==> config.mk <==
export PLATFORM = sky130hd
export DESIGN_NAME = lifo_stack
export DESIGN_NICKNAME = d
export VERILOG_FILES = /design/src/rtl/lifo_pkg.sv /design/src/rtl/lifo_mem.sv /design/src/rtl/lifo_stack.sv
export SDC_FILE = /design/constraint.sdc
export NUM_CORES = 1
export LEC_CHECK = 0
export CAP_MARGIN = 15
export CORE_ASPECT_RATIO = 0.9
export CORE_MARGIN = 8
export CORE_UTILIZATION = 38
export CTS_BUF_LIST = sky130_fd_sc_hd__clkbuf_16
export DETAILED_ROUTE_END_ITERATION = 6
export PLACE_DENSITY = 0.54
export SLEW_MARGIN = 20
export SYNTH_ARGS = -nofsm -noshare
export SYNTH_HDL_FRONTEND = slang
export SYNTH_SLANG_ARGS = --single-unit
export TNS_END_PERCENT = 50
==> constraint.sdc <==
create_clock -name clock -period 7.2 [get_ports clock]
set_clock_uncertainty 0.1 [all_clocks]
set_input_delay 1.44 -clock clock [delete_from_list [all_inputs] [get_ports clock]]
set_output_delay 1.44 -clock clock [all_outputs]
set_load 0.02 [all_outputs]
==> src/rtl/lifo_pkg.sv <==
// lifo_pkg: shared constants and helpers for the lifo_stack slice
package lifo_pkg;
  localparam bit Q_RST_BIT = 1'b0;
  function automatic int lifo_cw(input int depth);
    return $clog2(depth + 1);
  endfunction
endpackage

==> src/rtl/lifo_mem.sv <==
// lifo_mem: WIDTH x (DEPTH-1) storage, one synchronous write port and one asynchronous read port
module lifo_mem #(
  parameter int WIDTH = 16,
  parameter int DEPTH = 16,
  parameter int AW    = 5
) (
  input  logic             clk_i,
  input  logic             we_i,
  input  logic [AW-1:0]    waddr_i,
  input  logic [WIDTH-1:0] wdata_i,
  input  logic [AW-1:0]    raddr_i,
  output logic [WIDTH-1:0] rdata_o
);
  logic [WIDTH-1:0] mem_q [0:DEPTH-2];
  always_ff @(posedge clk_i) begin
    for (int i = 0; i < DEPTH - 1; i++)
      if (we_i && waddr_i == AW'(i)) mem_q[i] <= wdata_i;
  end
  always_comb begin
    rdata_o = '0;
    for (int i = 0; i < DEPTH - 1; i++)
      if (raddr_i == AW'(i)) rdata_o = mem_q[i];
  end
endmodule

==> src/rtl/lifo_stack.sv <==
// lifo_stack: parametrised LIFO with registered show-ahead top, occupancy count and sticky error flags
module lifo_stack
  import lifo_pkg::*;
#(
  parameter int WIDTH    = 16,
  parameter int DEPTH    = 16,
  parameter int AF_LEVEL = DEPTH - 1,
  localparam int CW      = lifo_cw(DEPTH)
) (
  input  logic             clock,
  input  logic             resetn,
  input  logic             push,
  input  logic             pop,
  input  logic             clear,
  input  logic             err_clr,
  input  logic [WIDTH-1:0] data,
  output logic [WIDTH-1:0] q,
  output logic [CW-1:0]    count,
  output logic             empty,
  output logic             full,
  output logic             almost_full,
  output logic             overflow,
  output logic             underflow
);
  logic [WIDTH-1:0] q_q, q_d, rd_data;
  logic [CW-1:0]    count_q, count_d, waddr, raddr;
  logic             empty_q, full_q, af_q, ovf_q, ovf_d, udf_q, udf_d, we;
  // The top word lives in q_q; the array holds entries below it, so indices lag count by one
  assign waddr = count_q - CW'(1);
  assign raddr = count_q - CW'(2);
  lifo_mem #(.WIDTH(WIDTH), .DEPTH(DEPTH), .AW(CW)) u_mem (
    .clk_i  (clock),
    .we_i   (we),
    .waddr_i(waddr),
    .wdata_i(q_q),
    .raddr_i(raddr),
    .rdata_o(rd_data)
  );
  always_comb begin
    count_d = count_q;
    q_d     = q_q;
    ovf_d   = ovf_q & ~err_clr;
    udf_d   = udf_q & ~err_clr;
    we      = 1'b0;
    if (clear) count_d = '0;
    else if (push && pop) begin
      q_d = data;
      if (empty_q) begin
        count_d = CW'(1);
        udf_d   = 1'b1;
      end
    end else if (push) begin
      if (full_q) ovf_d = 1'b1;
      else begin
        we      = !empty_q;
        q_d     = data;
        count_d = count_q + CW'(1);
      end
    end else if (pop) begin
      if (empty_q) udf_d = 1'b1;
      else begin
        q_d     = (count_q >= CW'(2)) ? rd_data : q_q;
        count_d = count_q - CW'(1);
      end
    end
  end
  always_ff @(posedge clock or negedge resetn) begin
    if (!resetn) begin
      q_q     <= {WIDTH{Q_RST_BIT}};
      count_q <= '0;
      empty_q <= 1'b1;
      full_q  <= 1'b0;
      af_q    <= 1'b0;
      ovf_q   <= 1'b0;
      udf_q   <= 1'b0;
    end else begin
      q_q     <= q_d;
      count_q <= count_d;
      empty_q <= count_d == '0;
      full_q  <= count_d == CW'(DEPTH);
      af_q    <= count_d >= CW'(AF_LEVEL);
      ovf_q   <= ovf_d;
      udf_q   <= udf_d;
    end
  end
  assign q           = q_q;
  assign count       = count_q;
  assign empty       = empty_q;
  assign full        = full_q;
  assign almost_full = af_q;
  assign overflow    = ovf_q;
  assign underflow   = udf_q;
endmodule

==> flow_metrics.env, run 1 <==
export IMPL_status="complete, no violations"
export IMPL_synthFlopType="edfxtp_1"
export IMPL_irDropWorstVdd_v=0.0002453
export IMPL_cts_sinks=266
export IMPL_drt_drc_violations_left=0
export IMPL_dp_hpwl_mm=28.33
export IMPL_min_period_ns=4.322
export IMPL_register_area_mm2=0.007859
export IMPL_maxSlewViolCount=0
export IMPL_yosysTopAreaCellShare_pct=58.45
export IMPL_r2r_end="q[5]"
export IMPL_rsz0062_at_grt="no"
export IMPL_drtPass1Iterations=6
export IMPL_clock_latency_ns=0.57
export IMPL_synth_edf_count=240
export IMPL_grt_max_degree=43
export IMPL_synth_distinct_cells=90
export IMPL_async_reset_ff_share_pct=9.774
export IMPL_required_ns=7.53
export IMPL_ioPinCount=48
export IMPL_multi_input_area_mm2=0.004059
export IMPL_postSynthCellCount=960
export IMPL_initial_core_util_pct=38.58
export IMPL_yosys_warnings=0
export IMPL_nNetsFinal=1045
export IMPL_antenna_found_initial=0
export IMPL_rr_worst_depth=9
export IMPL_clockBufferDepth=3
export IMPL_synth_most_common_cell="edfxtp_1"
export IMPL_arrival_ns=4.65
export IMPL_core_area_mm2=0.03196
export IMPL_max_stage_delay_ns=0.88
export IMPL_holdCritPathClass="reg2reg"
export IMPL_drv_cap=0
export IMPL_clkTransAtPathRegs_ns=0.06
export IMPL_io_buffers=47
export IMPL_synth_area_leaders="edfxtp_1 (58%), dfrtp_1 (5.1%), nand2_1 (2.6%), a21oi_1 (2.0%), nor2_1 (1.9%)"
export IMPL_wl_per_cell_um=29.48
export IMPL_htreeDepth=1
export IMPL_crit_path_cell_trace="inv_1, ha_1, buf_4, inv_1, nor2_1, nand2_2, o2111a_1, a221oi_1, o21ai_1"
export IMPL_cts_tree="yes"
export IMPL_ant_nets=0
export IMPL_fin_crit_sh_pct=60.03
export IMPL_endpoint_kind="register"
export IMPL_grt_pass1_vias=8763
export IMPL_num_fill_cells=2928
export IMPL_cts_root_buf="clkbuf_16"
export IMPL_r2r_start="count[1]"
export IMPL_design_die_area_mm2=0.03847
export IMPL_cpMostUsedCell="inv_1"
export IMPL_timing_hold_violations_final=0
export IMPL_diodes=0
export IMPL_critPathMaxFanout=33
export IMPL_yosysSeqAreaShare_pct=63.74
export IMPL_cts_setup_buffers=0
export IMPL_yosys_area_top_type="edfxtp_1"
export IMPL_grt_overflow=0
export IMPL_drt_initial_drc_count=1257
export IMPL_syn_area_mm2=0.01233
export IMPL_power_leakage_nw=4.558
export IMPL_grt_pass1_wl_mm=61.89
export IMPL_crit_path_start_kind="register"
export IMPL_vias_per_cell=6.276
export IMPL_area_delta_synth_final_pct=15.18
export IMPL_p_per_area_mw_per_mm2=306.3
export IMPL_ys_ff_latch=266
export IMPL_cts_buffers=28
export IMPL_ctsResizeCount=0
export IMPL_criticalPathCategory="reg2reg"
export IMPL_die_x_um=205.9
export IMPL_worst_pin_slew_ns=1.153
export IMPL_core_rowCount=62
export IMPL_synth_nets=991
export IMPL_final_layout_size_suffix_gt1_share_pct=12.74
export IMPL_max_freq_mhz=231.4
export IMPL_holdPathEnd="underflow"
export IMPL_setup_viol_count_final=0
export IMPL_num_vias=9113
export IMPL_reg2reg_slack_ns=2.88
export IMPL_max_slew_margin_pct=23.07
export IMPL_grt_use_total_pct=21.71
export IMPL_avgSynthCellArea_um2=12.84
export IMPL_critPathSlowestCell="dfrtp_1"
export IMPL_hp_start="underflow"
export IMPL_totalPowerFinal_w=0.004349
export IMPL_gp_congestion=0.9069
export IMPL_synth_common_cells="edfxtp_1 (240), nand2_1 (85), nor2_1 (64), a21oi_1 (50), o21ai_0 (44)"
export IMPL_hold_slack_ns=0.4477
export IMPL_routed_wl_mm=42.80
export IMPL_hold_path_depth=2
export IMPL_fin_util_pct=44.43
export IMPL_hold_buffers=0
export IMPL_dieHeight_um=186.9
export IMPL_fin_tns_setup_ns=0
-- routing by layer --
layer | global-route usage [%] | vias up | routed length, µm
li1 | - | 3912 | -
met4 | 7.094 | 0 | 1529
met5 | 0 | - | 0
met2 | 31.71 | 513 | 18710
met1 | 30.57 | 4609 | 17950
met3 | 6.268 | 79 | 4600
-- state kept, by name, indices dropped and copies added (netlist names) --
register     cells
overflow         1
underflow        1
count            5
almost_full      1
q               16
full             1
empty            1
u_mem.mem_q    240
-- metrics by stage --
step	area, µm²	cells	setup slack [ns]
final	14200	1452	2.878
after global routing	14200	1452	2.704
after CTS	14200	1452	2.993
after detailed placement	13300	1400	2.633
after global placement	13300	1400	2.733
after floorplan	12330	960	3.244
-- placed cells by master (no fill, tap or decap), types with 11 or more instances in the layout --
cell / Yosys / routed
dfrtp_1: 25 / 25
o22ai_1: 17 / 17
clkbuf_16: 0 / 28
o211ai_1: 13 / 13
nor4_1: 11 / 11
edfxtp_1: 240 / 240
a32oi_1: 14 / 14
nand2b_1: 17 / 17
nand2_1: 85 / 85
o21ai_0: 44 / 44
nor2_1: 64 / 58
inv_1: 23 / 27
buf_4: 5 / 40
a221oi_1: 24 / 24
nand3_1: 22 / 22
nor3_1: 23 / 23
clkdlybuf4s50_1: 0 / 47
a21oi_1: 50 / 50
-- cell type report --
type / count / share of cell area (%)
multi-input cells: 608 / 28.58
well taps: 416 / 3.665
flip-flops and latches: 266 / 55.34
repair buffers: 87 / 5.427
clock inverters: 24 / 1.445
clock buffers: 28 / 4.934
inverters: 23 / 0.6079
-- critical path, delay by kind of cell, from the launching register on --
family | cells | cell delay (ns)
buffers and inverters | 3 | 0.97
AOI/OAI and AO/OA | 3 | 0.94
and+or+nand+nor | 2 | 0.94
DFF | 1 | 0.88
adders and majority gates | 1 | 0.36
-- worst max path at each step --
stage               cells past startpoint  startpoint                   to
finish                                  9    count[1]                 q[5]
global route                            9    count[1]                 q[5]
CTS                                     9    count[1]                 q[5]
detailed placement                      7         pop   u_mem.mem_q[0][68]
global placement                        7         pop   u_mem.mem_q[0][79]
floorplan                               6        push  u_mem.mem_q[0][100]
-- kinds of logic after synthesis --
kind of cell             after synthesis  synth area share [%]
XOR/XNOR                               8                0.6901
AND/OR/NAND/NOR                      289                 12.50
adder cells (fa/ha/maj)                9                0.9134
AO/OA/AOI/OAI                        302                 18.63
flip-flops                           266                 63.74
buffers and inverters                 86                 3.522
-- where the power goes --
part | switching [W] | internal, W | total [W] | leakage, nW
Combinational | 0.000695 | 0.000293 | 0.000988 | 1.62
Clock | 0.000624 | 0.000787 | 0.00141 | 0.442
Sequential | 0.000117 | 0.00183 | 0.00195 | 2.49
Total | 0.00144 | 0.00291 | 0.00435 | 4.56
Power figures use the tool's default switching activity.
==> run 2: changes to the inputs <==
==> constraint.sdc (replaced) <==
create_clock -name clock -period 4.11 [get_ports clock]
set_clock_uncertainty 0.1 [all_clocks]
set_input_delay 0.822 -clock clock [delete_from_list [all_inputs] [get_ports clock]]
set_output_delay 0.822 -clock clock [all_outputs]
set_load 0.02 [all_outputs]
==> flow_metrics.env, run 2 (synthesized netlist as in run 1, its figures left out) <==
export IMPL_busiest_layer="met2"
export IMPL_diodes=0
export IMPL_met2_usage_pct=32.89
export IMPL_rsz0062_at_grt="no"
export IMPL_grt_max_degree=42
export IMPL_cts_root_buf="clkbuf_16"
export IMPL_core_rowCount=62
export IMPL_maxSlewViolCount=0
export IMPL_num_fill_cells=2885
export IMPL_met3_usage_pct=4.035
export IMPL_max_slew_margin_pct=45.06
export IMPL_r2r_start="count[1]"
export IMPL_fin_crit_sh_pct=82.61
export IMPL_gr_usage_met1_pct=31.22
export IMPL_layout_common_cells="edfxtp_1 (240), nand2_1 (85), buf_4 (78)"
export IMPL_holdCritPathClass="reg2reg"
export IMPL_cts_sinks=266
export IMPL_wl_per_cell_um=28.49
export IMPL_htreeDepth=1
export IMPL_grt_pass1_wl_mm=62.57
export IMPL_timing_hold_violations_final=0
export IMPL_dp_hpwl_mm=28.49
export IMPL_drv_cap=0
export IMPL_io_buffers=47
export IMPL_design_area_mm2=0.01443
export IMPL_clockBufferDepth=3
export IMPL_cts_setup_buffers=0
export IMPL_status="complete, no violations"
export IMPL_gp_congestion=0.9439
export IMPL_multi_input_area_mm2=0.004059
export IMPL_worst_pin_slew_ns=0.8033
export IMPL_drt_drc_violations_left=0
export IMPL_layout_commonest_cell="edfxtp_1"
export IMPL_fin_util_pct=45.15
export IMPL_power_leakage_nw=4.732
export IMPL_vias_per_cell=6.236
export IMPL_clkTransAtPathRegs_ns=0.06
export IMPL_register_area_mm2=0.007859
export IMPL_hold_buffers=0
export IMPL_rr_worst_depth=9
export IMPL_holdPathEnd="underflow"
export IMPL_cts_tree="yes"
export IMPL_grt_pass1_vias=9099
export IMPL_antenna_found_initial=0
export IMPL_drtPass1Iterations=6
export IMPL_criticalPathCategory="reg2reg"
export IMPL_nNetsFinal=1083
export IMPL_largest_register_ffs=240
export IMPL_hold_path_depth=2
export IMPL_hold_slack_ns=0.4479
export IMPL_clock_latency_ns=0.58
export IMPL_p_per_area_mw_per_mm2=521.0
export IMPL_endpoint_kind="register"
export IMPL_fin_tns_setup_ns=0
export IMPL_min_period_ns=3.395
export IMPL_die_x_um=205.9
export IMPL_core_area_mm2=0.03196
export IMPL_grt_use_total_pct=21.73
export IMPL_drt_initial_drc_count=1257
export IMPL_reg2reg_slack_ns=0.71
export IMPL_area_delta_synth_final_pct=17.04
export IMPL_num_vias=9291
export IMPL_initial_core_util_pct=38.58
export IMPL_ioPinCount=48
export IMPL_dieHeight_um=186.9
export IMPL_hp_start="underflow"
export IMPL_routed_wl_mm=42.45
export IMPL_irDropWorstVdd_v=0.0004324
export IMPL_grt_overflow=0
export IMPL_cts_buffers=28
export IMPL_r2r_end="q[0]"
export IMPL_critPathMaxFanout=14
export IMPL_setup_viol_count_final=0
export IMPL_design_die_area_mm2=0.03847
export IMPL_top_register="u_mem.mem_q"
export IMPL_ctsResizeCount=0
export IMPL_arrival_ns=3.79
export IMPL_required_ns=4.50
export IMPL_ant_nets=0
export IMPL_final_layout_size_suffix_gt1_share_pct=15.83
export IMPL_crit_path_start_kind="register"
export IMPL_max_freq_mhz=294.5
export IMPL_dpl_cell_area_mm2=0.01358
[run 2: cell count changes in the layout (fill, tap and decap cells not counted), sizes merged]
cell / delta
bufinv: -2
inv: -2
buf: +38
clkinvlp: -3
clkinv: +7
[run 2: worst max-delay path by stage]
stage	startpoint	endpoint	slack [ns]	depth (start not counted)
2_1_floorplan	count[1]	u_mem.mem_q[0][64]	0.73	8
3_3_place_gp	pop	q[4]	0.70	7
3_5_place_dp	pop	q[13]	0.64	7
4_1_cts	count[1]	q[5]	0.81	8
5_1_grt	count[1]	q[0]	0.52	9
6_report	count[1]	q[0]	0.71	9
[run 2: through the flow]
step	power, W	setup WS [ns]	cells
CTS	0.007506	0.8123	1490
floorplan	0.004337	0.7322	960
detailed placement	0.005173	0.6364	1438
global placement	0.005170	0.6991	1438
finish	0.007518	0.7147	1490
global route	0.007765	0.5227	1490
[run 2: power by group]
part           switching (W)  total (W)  internal (W)
clock                0.00112    0.00237       0.00125
sequential          0.000175    0.00339       0.00321
combinational        0.00119    0.00176      0.000567
[run 2: area by class of cell]
type                       instances  area share, %
inverter                          23         0.5983
clock inverter                    24          1.032
clock buffer                      28          4.856
timing repair buffer             125          7.318
multi-input combinational        608          28.13
tap                              416          3.607
sequential                       266          54.46
[run 2: critical path, cell delays in order, from the launching register on]
cell,delay [ns]
dfrtp_1,0.35
inv_1,0.13
ha_1,0.28
buf_4,0.20
xnor2_2,0.58
nand2_1,0.60
a2111oi_0,0.55
a311oi_1,0.10
a21o_1,0.25
o211ai_1,0.17
[run 2: routing by layer]
layer  vias to the layer above  wire, µm  share of wire (%)
met4                         0      1398                3.3
met2                       537     19140                 45
met3                        78      4025                9.5
met5                         -         0                  0
met1                      4685     17880                 42
li1                       3991         -                  -
==> run 3: changes to the inputs <==
==> constraint.sdc (replaced) <==
create_clock -name clock -period 3.2 [get_ports clock]
set_clock_uncertainty 0.1 [all_clocks]
set_input_delay 0.64 -clock clock [delete_from_list [all_inputs] [get_ports clock]]
set_output_delay 0.64 -clock clock [all_outputs]
set_load 0.02 [all_outputs]
==> flow_metrics.env, run 3 (synthesized netlist as in run 1, its figures left out) <==
export IMPL_p_sw_share_pct=32.09
export IMPL_critPathSlowestCell="o41ai_4"
export IMPL_fin_crit_sh_pct=97.56
export IMPL_dp_cells=1476
export IMPL_final_layout_size_suffix_gt1_share_pct=18.56
export IMPL_clockBufferDepth=3
export IMPL_required_ns=3.52
export IMPL_top_register="u_mem.mem_q"
export IMPL_cell_internal_pwr_w=0.006727
export IMPL_criticalPathCategory="reg2reg"
export IMPL_max_slew_margin_pct=46.17
export IMPL_crit_family="compound AO/OA/AOI/OAI gates"
export IMPL_cts_setup_buffers=0
export IMPL_grt_use_total_pct=22.00
export IMPL_layout_commonest_cell="edfxtp_1"
export IMPL_min_period_ns=3.122
export IMPL_cts_tree="yes"
export IMPL_wl_per_cell_um=28.26
export IMPL_grt_pass1_vias=9398
export IMPL_core_area_mm2=0.03196
export IMPL_largest_register_ffs=240
export IMPL_maxSlewViolCount=0
export IMPL_power_leakage_nw=4.995
export IMPL_crit_path_cell_trace="buf_4, buf_4, o41ai_4, nor2_1, buf_4, a32o_1, a221oi_1, o2bb2ai_1, o211ai_1"
export IMPL_endpoint_kind="register"
export IMPL_clock_latency_ns=0.57
export IMPL_grt_overflow=0
export IMPL_drt_initial_drc_count=1202
export IMPL_dieHeight_um=186.9
export IMPL_diodes=0
export IMPL_worst_path_buf_inv=3
export IMPL_grt_pass1_wl_mm=63.09
export IMPL_arrival_ns=3.44
export IMPL_holdCritPathClass="in2async"
export IMPL_cts_root_buf="clkbuf_16"
export IMPL_initial_core_util_pct=38.58
export IMPL_core_rowCount=62
export IMPL_layout_common_cells="edfxtp_1 (240), buf_4 (96), nand2_1 (85)"
export IMPL_drv_cap=0
export IMPL_htreeDepth=1
export IMPL_antenna_found_initial=0
export IMPL_design_die_area_mm2=0.03847
export IMPL_ctsResizeCount=0
export IMPL_final_instance_count_excl_fill=1526
export IMPL_combPwrFrac_pct=26.0
export IMPL_worst_pin_slew_ns=0.8035
export IMPL_status="complete, no violations"
export IMPL_vias_per_cell=6.196
export IMPL_critPathMaxFanout=9
export IMPL_ioPinCount=48
export IMPL_irDropWorstVdd_v=0.0004704
export IMPL_drt_drc_violations_left=0
export IMPL_power_switching_w=0.003179
export IMPL_drtPass1Iterations=5
export IMPL_cpMostUsedCell="buf_4"
export IMPL_fin_tns_setup_ns=0
export IMPL_crit_path_start_kind="register"
export IMPL_max_stage_delay_ns=0.70
export IMPL_routed_wl_mm=43.12
export IMPL_nNetsFinal=1121
export IMPL_num_vias=9455
export IMPL_max_freq_mhz=320.3
export IMPL_cts_sinks=266
export IMPL_die_x_um=205.9
export IMPL_timing_hold_violations_final=0
export IMPL_clkTransAtPathRegs_ns=0.07
export IMPL_setup_viol_count_final=0
export IMPL_pwr_share_seq_pct=42.6
export IMPL_ant_nets=0
export IMPL_dp_hpwl_mm=29.80
export IMPL_pwr_share_clk_pct=31.4
export IMPL_p_per_area_mw_per_mm2=661.0
export IMPL_grt_max_degree=42
export IMPL_io_buffers=47
export IMPL_cts_buffers=28
export IMPL_hold_buffers=0
export IMPL_gp_congestion=0.9337
export IMPL_area_delta_synth_final_pct=21.55
[run 3: metrics by stage]
step | setup WS (ns) | util [%] | hold WS, ns | total power, W | instance area, µm²
after floorplan | -0.1778 | - | 0.2444 | 0.005570 | 12330
after global placement | -0.01099 | 44.17 | 0.4272 | 0.006820 | 14120
after detailed placement | 0.02428 | 44.17 | 0.4392 | 0.006812 | 14120
after CTS | 0.03658 | 46.86 | 0.4019 | 0.009894 | 14980
after global routing | -0.008932 | 46.89 | 0.4317 | 0.01022 | 14990
final | 0.07806 | 46.89 | 0.3895 | 0.009906 | 14990
[run 3: final timing paths]
check	startpoint	end	slack, ns	cells after the start
worst max-delay path	count[1]	q[0]	0.08	9
worst min-delay path	resetn	q[8]	0.39	2
worst max register to register	count[1]	q[0]	0.08	9
worst min register to register	underflow	underflow	0.45	2
max in group asynchronous	resetn	empty	2.27	2
min in group clock	underflow	underflow	0.45	2
[run 3: area by class of cell]
type                       instances  area, µm²
fill                            2841      16970
sequential                       266       7859
multi-input combinational        608       4069
timing repair buffer             163       1592
clock buffer                      28      700.7
tap                              416      520.5
clock inverter                    22      160.2
inverter                          23      86.33
[run 3: layer usage]
layer / vias up / GRT usage [%] / share of wire [%]
li1: 4074 / - / -
met4: 2 / 9.141 / 4.5
met1: 4727 / 29.81 / 41
met3: 111 / 5.247 / 9.5
met5: - / 1.982 / 0.23
met2: 541 / 33.18 / 45
[run 3: worst reg2reg max path: stages (launching register included)]
cell and delay, ns:
dfrtp_1 0.38, buf_4 0.18, buf_4 0.20, o41ai_4 0.70
nor2_1 0.28, buf_4 0.26, a32o_1 0.21, a221oi_1 0.30
o2bb2ai_1 0.22, o211ai_1 0.15
[run 3: power groups by stage]
| stage | sequential, W | clock, W | combinational, W |
|---|---|---|---|
| after global routing | 0.00423 | 0.00329 | 0.00270 |
| final | 0.00422 | 0.00311 | 0.00257 |
| after CTS | 0.00422 | 0.00314 | 0.00253 |
| after detailed placement | 0.00429 | 0 | 0.00252 |
| after global placement | 0.00430 | 0 | 0.00252 |
| after floorplan | 0.00447 | 0 | 0.00110 |
